===== src/rtl/ll_pkg.sv =====
// Shared types and constants for the lunar-lander sequencer.
package ll_pkg;

   typedef enum logic [1:0] {RUN, PAUSE, LANDED, CRASHED} ll_state_t;

   typedef enum logic [1:0] {DISP_ALT, DISP_VEL, DISP_FUEL, DISP_THRUST} ll_disp_t;

   localparam logic [4:0] KEY_PAUSE = 5'd10;
   localparam logic [4:0] KEY_W     = 5'd16;
   localparam logic [4:0] KEY_X     = 5'd17;
   localparam logic [4:0] KEY_Y     = 5'd18;
   localparam logic [4:0] KEY_Z     = 5'd19;

   localparam logic [15:0] CRASH_VEL_DEF   = 16'h9970;
   localparam logic [15:0] THRUST_INIT_DEF = 16'h0005;

   // Negative BCD ten's-complement values have a leading digit of 5..9, and
   // within that range unsigned order matches signed order.
   function automatic logic is_crash(input logic [15:0] vel, input logic [15:0] lim);
      return (vel[15:12] >= 4'd5) && (vel < lim);
   endfunction

endpackage


===== src/rtl/ll_if.sv =====
// Signals between the sequencer and the key synchronizer, ALU/state memory and display.
interface ll_if;
   import ll_pkg::*;

   // There is no valid/ready handshake. keyclk is a level strobe, and only its
   // rising edge counts as an event. wen is a one-cycle commit pulse that the
   // memory must take unconditionally. All other signals are plain levels.
   logic        keyclk;
   logic [4:0]  keycode;
   logic [15:0] alt;
   logic [15:0] vel;
   logic [15:0] alt_n;
   logic        wen;
   logic [15:0] thrust;
   ll_disp_t    disp_sel;
   logic        paused;
   logic        land;
   logic        crash;

   modport master (
      output keyclk, keycode, alt, vel, alt_n,
      input  wen, thrust, disp_sel, paused, land, crash
   );

   modport slave (
      input  keyclk, keycode, alt, vel, alt_n,
      output wen, thrust, disp_sel, paused, land, crash
   );

endinterface


===== src/rtl/ll_tick_gen.sv =====
// Simulation-step timebase: the counter advances only while enabled and holds otherwise.
module ll_tick_gen #(
   parameter int TICK_DIV = 25
) (
   input  logic clk,
   input  logic rst,
   input  logic en,
   output logic tick
);

   localparam logic [7:0] LAST = 8'(TICK_DIV - 1);

   logic [7:0] cnt;

   always_ff @(posedge clk or posedge rst) begin
      if (rst) begin
         cnt <= '0;
      end else if (en) begin
         cnt <= (cnt == LAST) ? 8'd0 : cnt + 8'd1;
      end
   end

   assign tick = en && (cnt == LAST);

endmodule


===== src/rtl/ll_sequencer.sv =====
// Lunar-lander control unit: step timebase, commit pulse, keypad actions and
// touchdown classification.
module ll_sequencer
   import ll_pkg::*;
#(
   parameter int          TICK_DIV    = 25,
   parameter logic [15:0] THRUST_INIT = THRUST_INIT_DEF,
   parameter logic [15:0] CRASH_VEL   = CRASH_VEL_DEF
) (
   input  logic      clk,
   input  logic      rst,
   ll_if.slave       bus,
   output ll_state_t state_dbg
);

   ll_state_t   state, state_n;
   logic        key_q;
   logic        key_evt;
   logic        tick;
   logic        wen_r;
   logic [15:0] thrust_r, thrust_n;
   ll_disp_t    disp_r, disp_n;
   logic        land_r, land_n;
   logic        crash_r, crash_n;
   logic        pend_v, pend_v_n;
   logic [3:0]  pend_d, pend_d_n;
   logic        is_digit;
   logic        live;

   ll_tick_gen #(.TICK_DIV(TICK_DIV)) u_tick (
      .clk  (clk),
      .rst  (rst),
      .en   (state == RUN),
      .tick (tick)
   );

   assign key_evt  = bus.keyclk & ~key_q;
   assign is_digit = (bus.keycode < 5'd10);
   assign live     = (state == RUN) || (state == PAUSE);

   always_comb begin
      state_n  = state;
      thrust_n = thrust_r;
      disp_n   = disp_r;
      land_n   = land_r;
      crash_n  = crash_r;
      pend_v_n = 1'b0;
      pend_d_n = pend_d;

      case (state)
         RUN: begin
            // Touchdown is checked first so a simultaneous pause key is dropped.
            if (tick && (bus.alt_n == 16'h0000)) begin
               if (is_crash(bus.vel, CRASH_VEL)) begin
                  state_n = CRASHED;
                  crash_n = 1'b1;
               end else begin
                  state_n = LANDED;
                  land_n  = 1'b1;
               end
            end else if (key_evt && (bus.keycode == KEY_PAUSE)) begin
               state_n = PAUSE;
            end
         end
         PAUSE: begin
            if (key_evt && (bus.keycode == KEY_PAUSE)) state_n = RUN;
         end
         default: state_n = state;
      endcase

      // A digit arriving in a tick cycle is parked for one cycle so the commit
      // pulse still sees the thrust that was active during the step.
      if (key_evt && is_digit && live) begin
         if (tick) begin
            pend_v_n = 1'b1;
            pend_d_n = bus.keycode[3:0];
         end else begin
            thrust_n = {12'h000, bus.keycode[3:0]};
         end
      end else if (pend_v) begin
         thrust_n = {12'h000, pend_d};
      end

      if (key_evt) begin
         case (bus.keycode)
            KEY_Z:   disp_n = DISP_ALT;
            KEY_Y:   disp_n = DISP_VEL;
            KEY_X:   disp_n = DISP_FUEL;
            KEY_W:   disp_n = DISP_THRUST;
            default: disp_n = disp_r;
         endcase
      end
   end

   always_ff @(posedge clk or posedge rst) begin
      if (rst) begin
         state    <= RUN;
         key_q    <= 1'b0;
         wen_r    <= 1'b0;
         thrust_r <= THRUST_INIT;
         disp_r   <= DISP_ALT;
         land_r   <= 1'b0;
         crash_r  <= 1'b0;
         pend_v   <= 1'b0;
         pend_d   <= 4'h0;
      end else begin
         state    <= state_n;
         key_q    <= bus.keyclk;
         wen_r    <= tick;
         thrust_r <= thrust_n;
         disp_r   <= disp_n;
         land_r   <= land_n;
         crash_r  <= crash_n;
         pend_v   <= pend_v_n;
         pend_d   <= pend_d_n;
      end
   end

   assign bus.wen      = wen_r;
   assign bus.thrust   = thrust_r;
   assign bus.disp_sel = disp_r;
   assign bus.paused   = (state == PAUSE);
   assign bus.land     = land_r;
   assign bus.crash    = crash_r;
   assign state_dbg    = state;

endmodule


===== src/flat_wrapper.sv =====
// flat-port wrapper written by rule: the top's interface ports become plain ports
module ll_sequencer_flat import ll_pkg::*;
#(
   parameter int          TICK_DIV    = 25,
   parameter logic [15:0] THRUST_INIT = THRUST_INIT_DEF,
   parameter logic [15:0] CRASH_VEL   = CRASH_VEL_DEF
)
  (clk, rst, state_dbg, bus_keyclk, bus_keycode, bus_alt, bus_vel, bus_alt_n, bus_wen, bus_thrust, bus_disp_sel, bus_paused, bus_land, bus_crash);
  ll_if bus_i ();
  input  logic clk;
  input  logic rst;
  output ll_state_t state_dbg;
  input wire logic [$bits(bus_i.keyclk)-1:0] bus_keyclk;
  input wire logic [$bits(bus_i.keycode)-1:0] bus_keycode;
  input wire logic [$bits(bus_i.alt)-1:0] bus_alt;
  input wire logic [$bits(bus_i.vel)-1:0] bus_vel;
  input wire logic [$bits(bus_i.alt_n)-1:0] bus_alt_n;
  output wire logic [$bits(bus_i.wen)-1:0] bus_wen;
  output wire logic [$bits(bus_i.thrust)-1:0] bus_thrust;
  output wire logic [$bits(bus_i.disp_sel)-1:0] bus_disp_sel;
  output wire logic [$bits(bus_i.paused)-1:0] bus_paused;
  output wire logic [$bits(bus_i.land)-1:0] bus_land;
  output wire logic [$bits(bus_i.crash)-1:0] bus_crash;
  assign bus_i.keyclk = bus_keyclk;
  assign bus_i.keycode = bus_keycode;
  assign bus_i.alt = bus_alt;
  assign bus_i.vel = bus_vel;
  assign bus_i.alt_n = bus_alt_n;
  assign bus_wen = bus_i.wen;
  assign bus_thrust = bus_i.thrust;
  assign bus_disp_sel = bus_i.disp_sel;
  assign bus_paused = bus_i.paused;
  assign bus_land = bus_i.land;
  assign bus_crash = bus_i.crash;
  ll_sequencer #(.TICK_DIV(TICK_DIV), .THRUST_INIT(THRUST_INIT), .CRASH_VEL(CRASH_VEL)) u_core (.clk(clk), .rst(rst), .bus(bus_i), .state_dbg(state_dbg));
endmodule

===== config.mk =====
export PLATFORM = sky130hd
export DESIGN_NAME = ll_sequencer_flat
export DESIGN_NICKNAME = d
export VERILOG_FILES = /design/src/rtl/ll_pkg.sv /design/src/rtl/ll_if.sv /design/src/rtl/ll_tick_gen.sv /design/src/rtl/ll_sequencer.sv /design/src/flat_wrapper.sv
export SDC_FILE = /design/constraint.sdc
export NUM_CORES = 1
export LEC_CHECK = 0
export CAP_MARGIN = 25
export CORE_MARGIN = 8
export CORE_UTILIZATION = 37
export DETAILED_ROUTE_END_ITERATION = 6
export HOLD_SLACK_MARGIN = 0.08
export PLACE_DENSITY = 0.8
export SLEW_MARGIN = 20
export SYNTH_ARGS = -nofsm -noshare
export SYNTH_HDL_FRONTEND = slang
export SYNTH_SLANG_ARGS = --single-unit

===== constraint.sdc =====
create_clock -name clk -period 2.05 [get_ports clk]
set_input_delay 0.41 -clock clk [delete_from_list [all_inputs] [get_ports clk]]
set_output_delay 0.41 -clock clk [all_outputs]
set_load 0.02 [all_outputs]

# Word-level counts from Yosys, hierarchy flattened

Cells that the tools add are included.

Bits in registers: 37

Add/subtract/negate cells: 1
Magnitude comparators: 3
Equal/unequal tests: 10
Muxes and demuxes: 12
Bitwise gates (word level): 3
Reductions and logical operators: 18

Operator list:

| operator               | count |
|---|---|
| $mux W16               | 3 |
| $eq A5 B5 Y1 const B   | 4 |
| $logic_not A16 Y1      | 1 |
| $lt A16 B16 Y1 const B | 1 |
| $reduce_and A3 Y1      | 3 |
| $add A8 B1 Y8 const B  | 1 |
| $eq A8 B5 Y1 const B   | 1 |
| $mux W8                | 1 |
| $pmux W2 S4            | 1 |
| $logic_and A1 B1 Y1    | 6 |
| $mux W2                | 3 |
| $reduce_and A2 Y1      | 3 |
| $eq A5 B4 Y1 const B   | 1 |
| $lt A5 B4 Y1 const B   | 1 |
| $ge A4 B3 Y1 const B   | 1 |
| $pmux W2 S2            | 1 |
| $reduce_bool A2 Y1     | 2 |
| $reduce_bool A4 Y1     | 1 |
| $mux W1                | 3 |
| $ne A3 B1 Y1 const B   | 1 |
| $eq A2 B1 Y1 const B   | 1 |
| $logic_not A2 Y1       | 1 |
| $ne A2 B1 Y1 const B   | 1 |
| $ne A2 B2 Y1 const B   | 1 |
| 3 further kinds        | 4 |

# Logic depth before layout (Yosys ltp)

Gate-level depths: netlist of run 1.

Depth after elaboration: 6
Gate-level depth with buffers: 7

# Hierarchy

A second synthesis of run 1 with hierarchy kept.

Cell total of the unflattened synthesis: 141
Area total of the unflattened synthesis: 1428.9 sq um

Modules (own cells, without submodules):

| module       | times used | cells an instance | area each (sq um) | seq. area each (sq um) |
|---|---|---|---|---|
| ll_sequencer | 1          | 97                | 997.2             | 427.9 |
| ll_tick_gen  | 1          | 44                | 431.7             | 200.2 |

# Least setup slack after synthesis of run 1

OpenSTA, ideal clock, no wires.

Path kind: reg2reg
From: register u_core.state[1] (netlist: u_core.state_dbg[1])
To: register u_core.pend_d[0]
Data arrival time: 1.602 ns
Data required time: 1.925 ns
Path slack: 0.323 ns
Stages on the path, launching flop included: 5
Path buffers: 0
Period minus slack after synthesis: 1.727 ns
Cells stage by stage: dfrtp_1 -> nor4b_4 -> nand2_2 -> nor2_1 -> mux2_2

Longest elaborated chain between the ends: 4

RTL lines:

| what                                             | RTL line                               | text |
|---|---|---|
| start, declared                                  | ll_sequencer.sv:16                     | `ll_state_t state, state_n;` |
| start signal, assigned                           | ll_sequencer.sv:107                    | `state <= state_n;` |
| $eq A2 B1 Y1 or $logic_not A2 Y1 (tied branches) | ll_sequencer.sv:39, ll_sequencer.sv:33 |  |
| $logic_or A1 B1 Y1                               | ll_sequencer.sv:39                     | `assign live = (state == RUN) \|\| (state == PAUSE);` |
| $logic_and A1 B1 Y1                              | ll_sequencer.sv:73                     | `if (key_evt && is_digit && live) begin` |
| $reduce_and A2 Y1 (no line) *                    | -                                      |  |
| end signal, assigned                             | ll_sequencer.sv:115                    | `pend_d <= pend_d_n;` |
| end, declared                                    | ll_sequencer.sv:26                     | `logic [3:0] pend_d, pend_d_n;` |

Every way passes the cells marked *; elsewhere a longest branch is shown, timed or not.
A chain may end at the register's enable or synchronous reset.

# Final worst setup path of run 1

From: register u_core.state[1] (netlist: u_core.state_dbg[1])
To: output port state_dbg[1]

RTL lines:

| what          | RTL line           | text |
|---|---|---|
| end, declared | flat_wrapper.sv:12 | `output ll_state_t state_dbg;` |

No word-level cell between the ends.

==> reports/metrics.sh, run 1 <==
H-TREE-DEPTH=1
NUMBER_OF_ENABLE_FLIP_FLOP_CELLS_AFTER_SYNTHESIS=0
PORT-BUFFER-COUNT=47
DPL_WORST_SLACK_NS=-0.00395
GRT_PASS1_VIAS=1257
ANTENNA_FOUND_INITIAL=0
GRT_PASS1_WL_UM=5740
P_PER_AREA_nW_PER_UM2=665
CRITPATHSLOWESTCELL='clkdlybuf4s50_1'
LAYOUT_MIN_CYCLE_TIME_NS=1.96
VIAS_PER_CELL=4.90
INSERTEDDIODECOUNT=0
PATH_DELAY_FAMILY='buffers and inverters'
CLOCK-SINKS=25
DIE_HEIGHT_UM=75.7
FINAL_SETUP_VIOLS=0
SEQUENTIAL_SHARE_OF_THE_SYNTHESIZED_AREA_PCT=47.6
POST_CTS_SETUP_BUFS=0
WORST_SETUP_PATH_START_KIND='register'
TIMING.FMAX_MHz=509
MAX_CAP_VIOLATIONS=0
MAX_STAGE_DELAY_NS=0.68
SYNTH_TOP_CELL_AREA_SHARE_PCT=43.6
TIMING.CRITICAL_PATH.BUF_INV=1
CTS.CLK_SLEW.WORST_PATHS_NS=0.14
SYNTH_CELL_TYPE_COUNT=39
SKEW_NS=0.00555
FINAL_WORST_PATH_SETUP_SLACK_NS=0.0853
CRITICAL_PATH_DATA_REQUIRED_TIME_NS=1.64
COMPOUND_GATE_PORTION_OF_THE_SYNTHESIZED_AREA_PCT=8.44
SYNTH_ADDER_AREA_SHARE_PCT=1.90
FIN_HOLD_WS_NS=0.429
FLOORPLAN.DIE_AREA_UM2=5730
SYNTH.AVG_CELL_AREA_UM2=10.3
DRV_SLEW=0
RUN_STATUS='complete, no violations'
CRIT_FANOUT=7
IOPINCOUNT=80
CTSLONGESTPATHBUFFERS=2
FINALWEIGHTEDCONGESTION=0.768
YOSYS.AREA.TOP_TYPE='dfrtp_1'
ASYNCSETRESETFLOPFRACSYNTH_PCT=100
SYNTH.TOP_CELLS.BY_COUNT='dfrtp_1 (23), buf_4 (12), nand2_1 (11)'
UNREPAIRED_SETUP_ENDPOINTS_AFTER_GLOBAL_ROUTING='no'
WIRELENGTH_UM=3410
WORSTSKEWPAIRLATENCY_NS=0.31
DRT-INITIAL-DRC-COUNT=51
GRT-OVFL-TOTAL=0
CTS-BUFFERS-INSERTED=3
CRITICALPATHCATEGORY='register to primary output'
CHIPWIDTH_UM=75.7
YOSYSMOSTFREQUENTCELL='dfrtp_1'
YS.WARNINGS.COUNT=0
CRITICAL_PATH_ARRIVAL_NS=1.55
AREA.GROWTH.SYNTH_TO_FINAL_PCT=43.5
YOSYS.AREA_SHARE.XOR_XNOR_PCT=3.98
POST-ROUTE-PERIOD-UTIL_PCT=95.8
ENDPOINT_KIND='primary output'
SYNTH_AREA_LEADERS='dfrtp_1 (44%), buf_4 (6.8%), dfstp_2 (4.0%)'
CELLLEAKAGEPOWER_uW=0.000856
CTS_TREE='done'
MIN-DELAY-PATH-CLASS='primary input to async pin'
CORE-AREA_UM2=3390
SYNTH_SIMPLE_GATE_AREA_SHARE_PCT=24.7
FLOORPLAN.INITIALDENSITY_PCT=38.9
YS_FF_LATCH=25
COMBINATIONAL_FAMILY_WITH_THE_MOST_AREA_AFTER_SYNTHESIS='simple AND/OR/NAND/NOR gates'
ANT_NETS=0
DP_HPWL_UM=2850
FINAL_LAYOUT_SIZE_SUFFIX_GT1_SHARE_PCT=13.4
MAPPEDNETLISTAREA_UM2=1320
NNETSFINAL=245
HOLD_VIOL_FINAL=0
DETAIL_ROUTE.DRC_VIOLATIONS=0
PEAKVDDDROP_V=0.000294
PATH_CELLS='clkdlybuf4s50_1'
FILLERS=311
ROWS=21
POST_SYNTH_MUX_AREA_SHARE_PCT=4.55
LARGEST_NET_DEGREE_AT_THE_START_OF_GLOBAL_ROUTING=26
SYNTHESIS.INSTANCES=128
YOSYS_MOST_USED_DFF='dfrtp_1'
FIRSTDRTPASSITERS=4
ROOT_BUFFER='clkbuf_4'
ROUTED-VIA-COUNT=1137
POST_DRT_WL_PER_CELL_UM=14.7
GLOBALROUTETOTALUTIL_PCT=12.9
[what timing repair did]
item                                    CTS  global route
endpoints found under the setup margin    0             1
hold buffers                              0             0
resized for setup                         0             1
[tightest hold or removal path, stage by stage]
cell             delay (ns)
clkdlybuf4s50_1        0.40
inv_1                  0.05
buf_4                  0.30
[logic make-up (layout without fill, tap and decap cells)]
group | Yosys count | count (layout)
fa+ha+maj | 2 | 2
buf+inv | 18 | 65
other cells | 1 | 12
simple gates | 56 | 56
xor+xnor | 6 | 6
mux | 5 | 5
compound gates | 15 | 15
flops | 25 | 25
[cell usage in the layout (no fill, tap or decap), types with 4 or more instances in the layout]
cell,instances
inv_1,5
nand3_1,5
xor2_1,5
mux2_2,4
nand4_1,5
nand2_1,11
o21ai_0,5
conb_1,12
buf_4,9
nor4_1,5
dfrtp_1,23
nor2_1,8
clkdlybuf4s50_1,46
[state kept, by name, summed over array words and instances (netlist names)]
register	flops
u_core.u_tick.cnt	8
u_core.bus.thrust	4
u_core.pend_d	4
u_core.bus.disp_sel	2
u_core.state_dbg	2
u_core.bus.crash	1
u_core.bus.land	1
u_core.bus.wen	1
u_core.key_q	1
u_core.pend_v	1
[metal layers]
layer	track usage (%)	vias up	share of wire [%]
met2	22.7	40	51
met5	0	-	0
met4	1.92	0	0.41
met3	4.74	2	8.3
li1	-	552	-
met1	14.7	543	40
[power breakdown]
part           switching, uW  total [uW]  internal (uW)
logic                    192         399            208
registers               69.3         639            570
clock network            146         219           72.8
[through the flow]
stage                     utilization [%]  area (um2)  std cells  power [uW]   TNS, ns
final                                55.8        1890        232        1260         0
after detailed placement             54.9        1860        228        1050  -0.00858
after CTS                            55.7        1890        232        1270         0
after floorplan                         -        1360        139         866         0
after global routing                 55.8        1890        232        1350         0
after global placement               54.9        1860        228        1030         0
[final timing paths]
kind	from	end	slack [ns]	cells after the start
min reg2reg	u_core.bus.land$_DFFE_PP0P_	u_core.bus.land$_DFFE_PP0P_	0.49	1
min in group clk	u_core.bus.land$_DFFE_PP0P_	u_core.bus.land$_DFFE_PP0P_	0.49	1
max in group asynchronous	rst	u_core.bus.thrust[0]$_DFFE_PP1P_	1.33	3
max	u_core.state_dbg[1]$_DFFE_PP0P_	state_dbg[1]	0.09	1
min	rst	u_core.bus.wen$_DFF_PP0_	0.43	3
max reg2reg	u_core.u_tick.cnt[2]$_DFFE_PP0N_	u_core.pend_d[0]$_DFFE_PP0P_	0.26	5
[area by class of cell]
type                    count  area (um2)  share of cell area (%)
inverters                   5        18.8                   0.992
flip-flops and latches     25         628                    33.2
clock inverters             1        5.00                   0.265
clock buffers               3        22.5                    1.19
well taps                  46        57.6                    3.04
multi-input cells          96         619                    32.7
repair buffers             56         541                    28.6
Note: power is estimated with default switching activity, not from simulation.
==> inputs of run 2 (changes only) <==
--- a/config.mk
+++ b/config.mk
@@ -11,6 +11,7 @@
 export DETAILED_ROUTE_END_ITERATION = 6
 export HOLD_SLACK_MARGIN = 0.08
 export PLACE_DENSITY = 0.8
+export SKIP_LAST_GASP = 1
 export SLEW_MARGIN = 20
 export SYNTH_ARGS = -nofsm -noshare
 export SYNTH_HDL_FRONTEND = slang
==> constraint.sdc (replaced) <==
create_clock -name clk -period 2.2 [get_ports clk]
set_input_delay 0.44 -clock clk [delete_from_list [all_inputs] [get_ports clk]]
set_output_delay 0.44 -clock clk [all_outputs]
set_load 0.02 [all_outputs]
==> run 2 against run 1 <==
  * Sequential share of layout area is 0.33 points higher
  * Largest power group unchanged
  * Non-clock buffer count is 2 lower
  * Total power fell by 7.5%
  * Final cell count shrank 0.86%
  * Sequential power shrank 6.9%
  * First-iteration DRC count rose by 14%
  * Critical path type unchanged
  * Clock power shrank 9%
  * Hold slack better by 0.032 ns
==> reports/metrics.sh, run 2 (synthesis results as in run 1) <==
ANT_NETS=0
FIRSTDRTPASSITERS=4
CRIT_FANOUT=4
ROUTED-VIA-COUNT=1125
UNREPAIRED_SETUP_ENDPOINTS_AFTER_GLOBAL_ROUTING='no'
WORST_R2R_PATH_DEPTH=5
DRV_SLEW=0
SW_RATIO_PCT=31.7
CRIT-REG2REG-LAUNCH='u_core.u_tick.cnt[2]$_DFFE_PP0N_'
MAX-SLEW-MARGIN-REL_PCT=66.1
GRT-OVFL-TOTAL=0
CTS-BUFFERS-INSERTED=3
GRT_PASS1_VIAS=1246
CTS.REPAIR.RESIZED=0
CRITPATHSLOWESTCELL='clkdlybuf4s50_1'
VIAS_PER_CELL=4.89
INSERTEDDIODECOUNT=0
FINAL_LAYOUT_SIZE_SUFFIX_GT1_SHARE_PCT=12.0
CTSLONGESTPATHBUFFERS=2
WORST_SETUP_PATH_START_KIND='register'
CTS_TREE='done'
POWER.SWITCHING_uW=368
HOLD_VIOL_FINAL=0
SEQ_POWER_SHARE_PCT=51.1
ROWS=21
POST_DRT_WL_PER_CELL_UM=14.2
GLOBALROUTETOTALUTIL_PCT=12.6
ROOT_BUFFER='clkbuf_4'
CLOCK-SINKS=25
TIMING.REG2REG.SETUP_SLACK_NS=0.44
ENDPOINT_KIND='primary output'
PATH_CELLS='inv_1 -> nor2_1 -> clkdlybuf4s50_1'
P_PER_AREA_nW_PER_UM2=621
CRITICAL_PATH_ARRIVAL_NS=1.57
POST-ROUTE-PERIOD-UTIL_PCT=91.2
CRITICAL_PATH.REG2REG.ENDPOINT='u_core.pend_d[3]$_DFFE_PP0P_'
SKEW_NS=0.00354
DIE_HEIGHT_UM=75.7
MIN-DELAY-PATH-CLASS='primary input to async pin'
TIMING.SETUP.TNS_NS=0
TIMING.FMAX_MHz=498
FINAL_SETUP_VIOLS=0
CTS.CLK_SLEW.WORST_PATHS_NS=0.13
CELLINTERNALPOWER_uW=795
CTS_HOLD_BUF=0
GRT_PASS1_WL_UM=5620
HIGHEST_COUNT_CELLS_IN_THE_LAYOUT_IGNORING_FILL_AND_TAPS='clkdlybuf4s50_1 (47), dfrtp_1 (23), conb_1 (12)'
FLOORPLAN.DIE_AREA_UM2=5730
LARGEST_NET_DEGREE_AT_THE_START_OF_GLOBAL_ROUTING=26
TIGHTESTPINTRANSITION_NS=0.504
STARTPOINT='u_core.state_dbg[0]$_DFFE_PP0P_'
DRT-INITIAL-DRC-COUNT=58
IOPINCOUNT=80
MAX_STAGE_DELAY_NS=0.62
CRITICAL_PATH_DATA_REQUIRED_TIME_NS=1.76
AREA.GROWTH.SYNTH_TO_FINAL_PCT=42.0
LARGEST_REGISTER_FFS=8
FINALWEIGHTEDCONGESTION=0.809
POST_CTS_SETUP_BUFS=0
LAYOUT_MIN_CYCLE_TIME_NS=2.01
FINALPOWER_uW=1160
DETAIL_ROUTE.DRC_VIOLATIONS=0
MAX_CAP_VIOLATIONS=0
WIRELENGTH_UM=3280
RUN_STATUS='complete, no violations'
MOSTFREQUENTLAYOUTCELL='clkdlybuf4s50_1'
CELLLEAKAGEPOWER_uW=0.000839
REGISTER_RANKED_FIRST_BY_FLIP_FLOP_COUNT='u_core.u_tick.cnt'
CHIPWIDTH_UM=75.7
ANTENNA_FOUND_INITIAL=0
WORSTSKEWPAIRLATENCY_NS=0.31
COMB_POWER_SHARE_PCT=31.6
DP_HPWL_UM=2740
CRITICALPATHCATEGORY='register to primary output'
FLOORPLAN.INITIALDENSITY_PCT=38.9
PEAKVDDDROP_V=0.000322
H-TREE-DEPTH=1
PORT-BUFFER-COUNT=47
NNETSFINAL=243
CLOCKPOWERSHARE_PCT=17.2
CORE-AREA_UM2=3390
==> run 2: changes by cell type in the layout (fill, tap and decap cells not counted), sizes merged <==
cell / before / now
clkdlybuf4s50: 46 / 47
clkinv: 1 / 0
clkbuf: 3 / 4
dlymetal6s2s: 1 / 0
buf: 9 / 7
==> run 2: cell type report <==
| cell class | count | area, um2 |
|---|---|---|
| clock buffer | 4 | 26.3 |
| fill | 293 | 1520 |
| inverter | 5 | 18.8 |
| multi-input combinational | 96 | 619 |
| sequential | 25 | 628 |
| tap | 46 | 57.6 |
| timing repair buffer | 54 | 523 |
==> run 2: worst max path at each step <==
stage / to / slack, ns / cells after the start
after global routing: bus_paused / 0.06 / 3
after floorplan: u_core.pend_d[0]$_DFFE_PP0P_ / 0.47 / 4
after detailed placement: u_core.bus.thrust[1]$_DFFE_PP0P_ / 0.08 / 6
final: bus_paused / 0.19 / 3
after global placement: u_core.bus.thrust[1]$_DFFE_PP0P_ / 0.12 / 6
after CTS: bus_paused / 0.18 / 3
==> run 2: layer usage <==
layer / GRT usage [%] / share of wire [%] / up-vias
met5: 0 / 0 / -
met4: 5.54 / 2.4 / 0
met3: 3.95 / 7.2 / 8
met2: 21.1 / 50 / 41
met1: 14.5 / 40 / 527
li1: - / - / 549
==> run 2: through the flow <==
| stage | util [%] | cells | hold WS [ns] | setup slack [ns] | instance area (um2) |
|---|---|---|---|---|---|
| 2_1_floorplan | - | 139 | 0.458 | 0.473 | 1360 |
| 4_1_cts | 55.3 | 230 | 0.470 | 0.176 | 1870 |
| 6_report | 55.3 | 230 | 0.461 | 0.193 | 1870 |
| 5_1_grt | 55.3 | 230 | 0.487 | 0.0625 | 1870 |
| 3_3_place_gp | 54.5 | 226 | 0.441 | 0.122 | 1850 |
| 3_5_place_dp | 54.5 | 226 | 0.447 | 0.0760 | 1850 |
==> run 2: power groups by stage <==
stage | Combinational, uW | Clock, uW | Sequential (uW)
after floorplan | 182 | 0 | 625
after global placement | 359 | 0 | 599
final | 368 | 200 | 595
after global routing | 410 | 229 | 606
after CTS | 371 | 211 | 594
after detailed placement | 371 | 0 | 602
==> run 2: critical path: cells and delay by family (launching register included) <==
| family | cells | cell delay [ns] |
|---|---|---|
| buffers and inverters | 2 | 0.72 |
| flip-flops | 1 | 0.44 |
| AND/OR/NAND/NOR | 1 | 0.11 |
==> inputs of run 3 (changes only) <==
--- a/config.mk
+++ b/config.mk
@@ -7,10 +7,10 @@
 export LEC_CHECK = 0
 export CAP_MARGIN = 25
 export CORE_MARGIN = 8
-export CORE_UTILIZATION = 37
+export CORE_UTILIZATION = 45
 export DETAILED_ROUTE_END_ITERATION = 6
+export DONT_BUFFER_PORTS = 1
 export HOLD_SLACK_MARGIN = 0.08
-export PLACE_DENSITY = 0.8
 export SKIP_LAST_GASP = 1
 export SLEW_MARGIN = 20
 export SYNTH_ARGS = -nofsm -noshare
==> run 3 against run 2 <==
  * Via count is 14% lower
  * Flip-flop and latch count unchanged
  * Hold slack lost 0.32 ns
  * Sequential share of layout area increased by 12 points
  * Critical endpoint is now u_core.pend_d[2]$_DFFE_PP0P_
  * Largest cell class unchanged
  * Highest routed layer unchanged
==> reports/metrics.sh, run 3 (synthesis results as in run 1) <==
DPL.CELL_COUNT=161
HIGHEST_COUNT_CELLS_IN_THE_LAYOUT_IGNORING_FILL_AND_TAPS='dfrtp_1 (23), conb_1 (12), nand2_1 (11)'
CTS_TREE='done'
ROUTED-VIA-COUNT=966
SW_RATIO_PCT=33.8
CRITICAL_PATH.REG2REG.ENDPOINT='u_core.pend_d[2]$_DFFE_PP0P_'
CLOCK-SINKS=25
DIE_HEIGHT_UM=70.1
CLOCKPOWERSHARE_PCT=19.3
CELLINTERNALPOWER_uW=687
SEQ_POWER_SHARE_PCT=61.1
HOLD_DEPTH=0
H-TREE-DEPTH=1
WORST_SETUP_PATH_START_KIND='register'
MAX_CAP_VIOLATIONS=0
POST-ROUTE-PERIOD-UTIL_PCT=89.8
ROUTE.TOP_LAYER_USED='met4'
LAYOUT_MIN_CYCLE_TIME_NS=1.98
ROOT_BUFFER='clkbuf_4'
CTS-BUFFERS-INSERTED=3
CRIT_FANOUT=6
CRIT-REG2REG-LAUNCH='u_core.u_tick.cnt[2]$_DFFE_PP0N_'
FILLERS=280
FINAL_SETUP_VIOLS=0
CRITICALPATHCATEGORY='register to register'
GRT-OVFL-TOTAL=0
POWER.SWITCHING_uW=350
HOLD_PATH.STARTPOINT='bus_keyclk'
WIRELENGTH_UM=2800
NNETSFINAL=194
DR_WL_MET3_UM=299
RUN_STATUS='complete, no violations'
TIMING.REG2REG.SETUP_SLACK_NS=0.22
STARTPOINT='u_core.u_tick.cnt[2]$_DFFE_PP0N_'
MOSTFREQUENTLAYOUTCELL='dfrtp_1'
CTS.CLK_SLEW.WORST_PATHS_NS=0.13
GRT_PASS1_WL_UM=4950
FIN_UTIL_PCT=49.3
DP_HPWL_UM=2350
LAYOUT.CELL_AREA.NON_FILLER_UM2=1370
IOPINCOUNT=80
CHIPWIDTH_UM=70.1
LARGEST_REGISTER_FFS=8
TIMING.FMAX_MHz=506
VIAS_PER_CELL=5.82
MET2_LENGTH_UM=1250
FIRSTDRTPASSITERS=4
HOLD_VIOL_FINAL=0
DPL-INSTANCE-AREA_UM2=1340
AREA.GROWTH.SYNTH_TO_FINAL_PCT=4.08
PORT-BUFFER-COUNT=0
ENDPOINT_KIND='register'
ROWS=19
SETUP.WORST_PATH.END='u_core.pend_d[2]$_DFFE_PP0P_'
CRITPATHSLOWESTCELL='dfrtp_1'
FINAL_LAYOUT_SIZE_SUFFIX_GT1_SHARE_PCT=14.8
DRV_SLEW=0
SKEW_NS=0.00846
DRT-INITIAL-DRC-COUNT=28
PATH_CELLS='nor4_1 -> nand3_1 -> nor2_1 -> mux2_2'
P_PER_AREA_nW_PER_UM2=756
FLOORPLAN.DIE_AREA_UM2=4920
WORST_R2R_PATH_DEPTH=4
LARGEST_NET_DEGREE_AT_THE_START_OF_GLOBAL_ROUTING=15
TIMING.SETUP.TNS_NS=0
MIN-DELAY-PATH-CLASS='primary input to register'
MAX_STAGE_DELAY_NS=0.48
DETAIL_ROUTE.DRC_VIOLATIONS=0
INSERTEDDIODECOUNT=0
CRITICAL_PATH_ARRIVAL_NS=2.19
CELLLEAKAGEPOWER_uW=0.000650
REGISTER_RANKED_FIRST_BY_FLIP_FLOP_COUNT='u_core.u_tick.cnt'
GLOBALROUTETOTALUTIL_PCT=12.0
COMB_POWER_SHARE_PCT=19.6
FINALWEIGHTEDCONGESTION=0.846
ANTENNA_FOUND_INITIAL=0
UNREPAIRED_SETUP_ENDPOINTS_AFTER_GLOBAL_ROUTING='no'
POST_DRT_WL_PER_CELL_UM=16.8
CRITICAL_PATH_DATA_REQUIRED_TIME_NS=2.42
ANT_NETS=0
WORSTSKEWPAIRLATENCY_NS=0.32
DPL_WORST_SLACK_NS=0.227
FLOORPLAN.INITIALDENSITY_PCT=47.4
CTSLONGESTPATHBUFFERS=2
FINAL_WORST_PATH_SETUP_SLACK_NS=0.224
GRT_PASS1_VIAS=1086
MET1WIRELENGTH_UM=1220
LAYOUT.CELLS.NON_FILLER=166
CORE-AREA_UM2=2780
PEAKVDDDROP_V=0.000558
POST_CTS_SETUP_BUFS=0
==> run 3: cell types whose count changed in the layout (fill, tap and decap cells not counted) <==
cell             delta
clkbuf_1            -1
clkdlybuf4s50_1    -47
dlygate4sd3_1       +1
buf_4               -3
clkinv_2            +1
==> run 3: cell type report <==
cell class	instances	area [um2]	area share, %
clock inverters	1	5.00	0.365
flip-flops and latches	25	628	45.8
multi-input cells	96	619	45.1
inverters	5	18.8	1.37
clock buffers	3	22.5	1.64
well taps	31	38.8	2.83
repair buffers	5	40.0	2.92
==> run 3: power by group through the flow <==
stage                     sequential, uW  clock, uW  combinational (uW)
after floorplan                      625          0                 182
after global placement               642          0                 197
after detailed placement             645          0                 203
after CTS                            635        213                 205
after global routing                 649        229                 239
final                                634        200                 203
==> run 3: worst min-delay path by stage <==
stage / slack [ns] / endpoint
after floorplan: 0.46 / u_core.u_tick.cnt[7]$_DFFE_PP0N_
after global placement: 0.32 / u_core.u_tick.cnt[2]$_DFFE_PP0N_
after detailed placement: 0.32 / u_core.u_tick.cnt[2]$_DFFE_PP0N_
after CTS: 0.12 / u_core.key_q$_DFF_PP0_
after global routing: 0.10 / u_core.key_q$_DFF_PP0_
final: 0.14 / u_core.key_q$_DFF_PP0_
==> run 3: worst max-delay path: cells and delay by family (launching register included) <==
family	cells	cell delay, ns
flip-flops	1	0.48
multiplexers	1	0.38
AND/OR/NAND/NOR	3	1.02
==> run 3: timing repair <==
| item | CTS | global route |
|---|---|---|
| endpoints found under the setup margin | 0 | 0 |
| resized for setup | 0 | 0 |
| hold buffers | 1 | 0 |
| endpoints found under the hold margin | 6 | 0 |
==> run 3: through the flow <==
| stage | power [uW] | hold WS, ns |
|---|---|---|
| floorplan | 807 | 0.458 |
| global placement | 839 | 0.321 |
| detailed placement | 848 | 0.316 |
| CTS | 1050 | 0.122 |
| global route | 1120 | 0.100 |
| finish | 1040 | 0.142 |
==> run 3: metal layers <==
metal | vias up | track usage (%)
li1 | 449 | -
met1 | 460 | 14.1
met2 | 55 | 18.8
met3 | 2 | 6.21
met4 | 0 | 3.35
met5 | - | 0
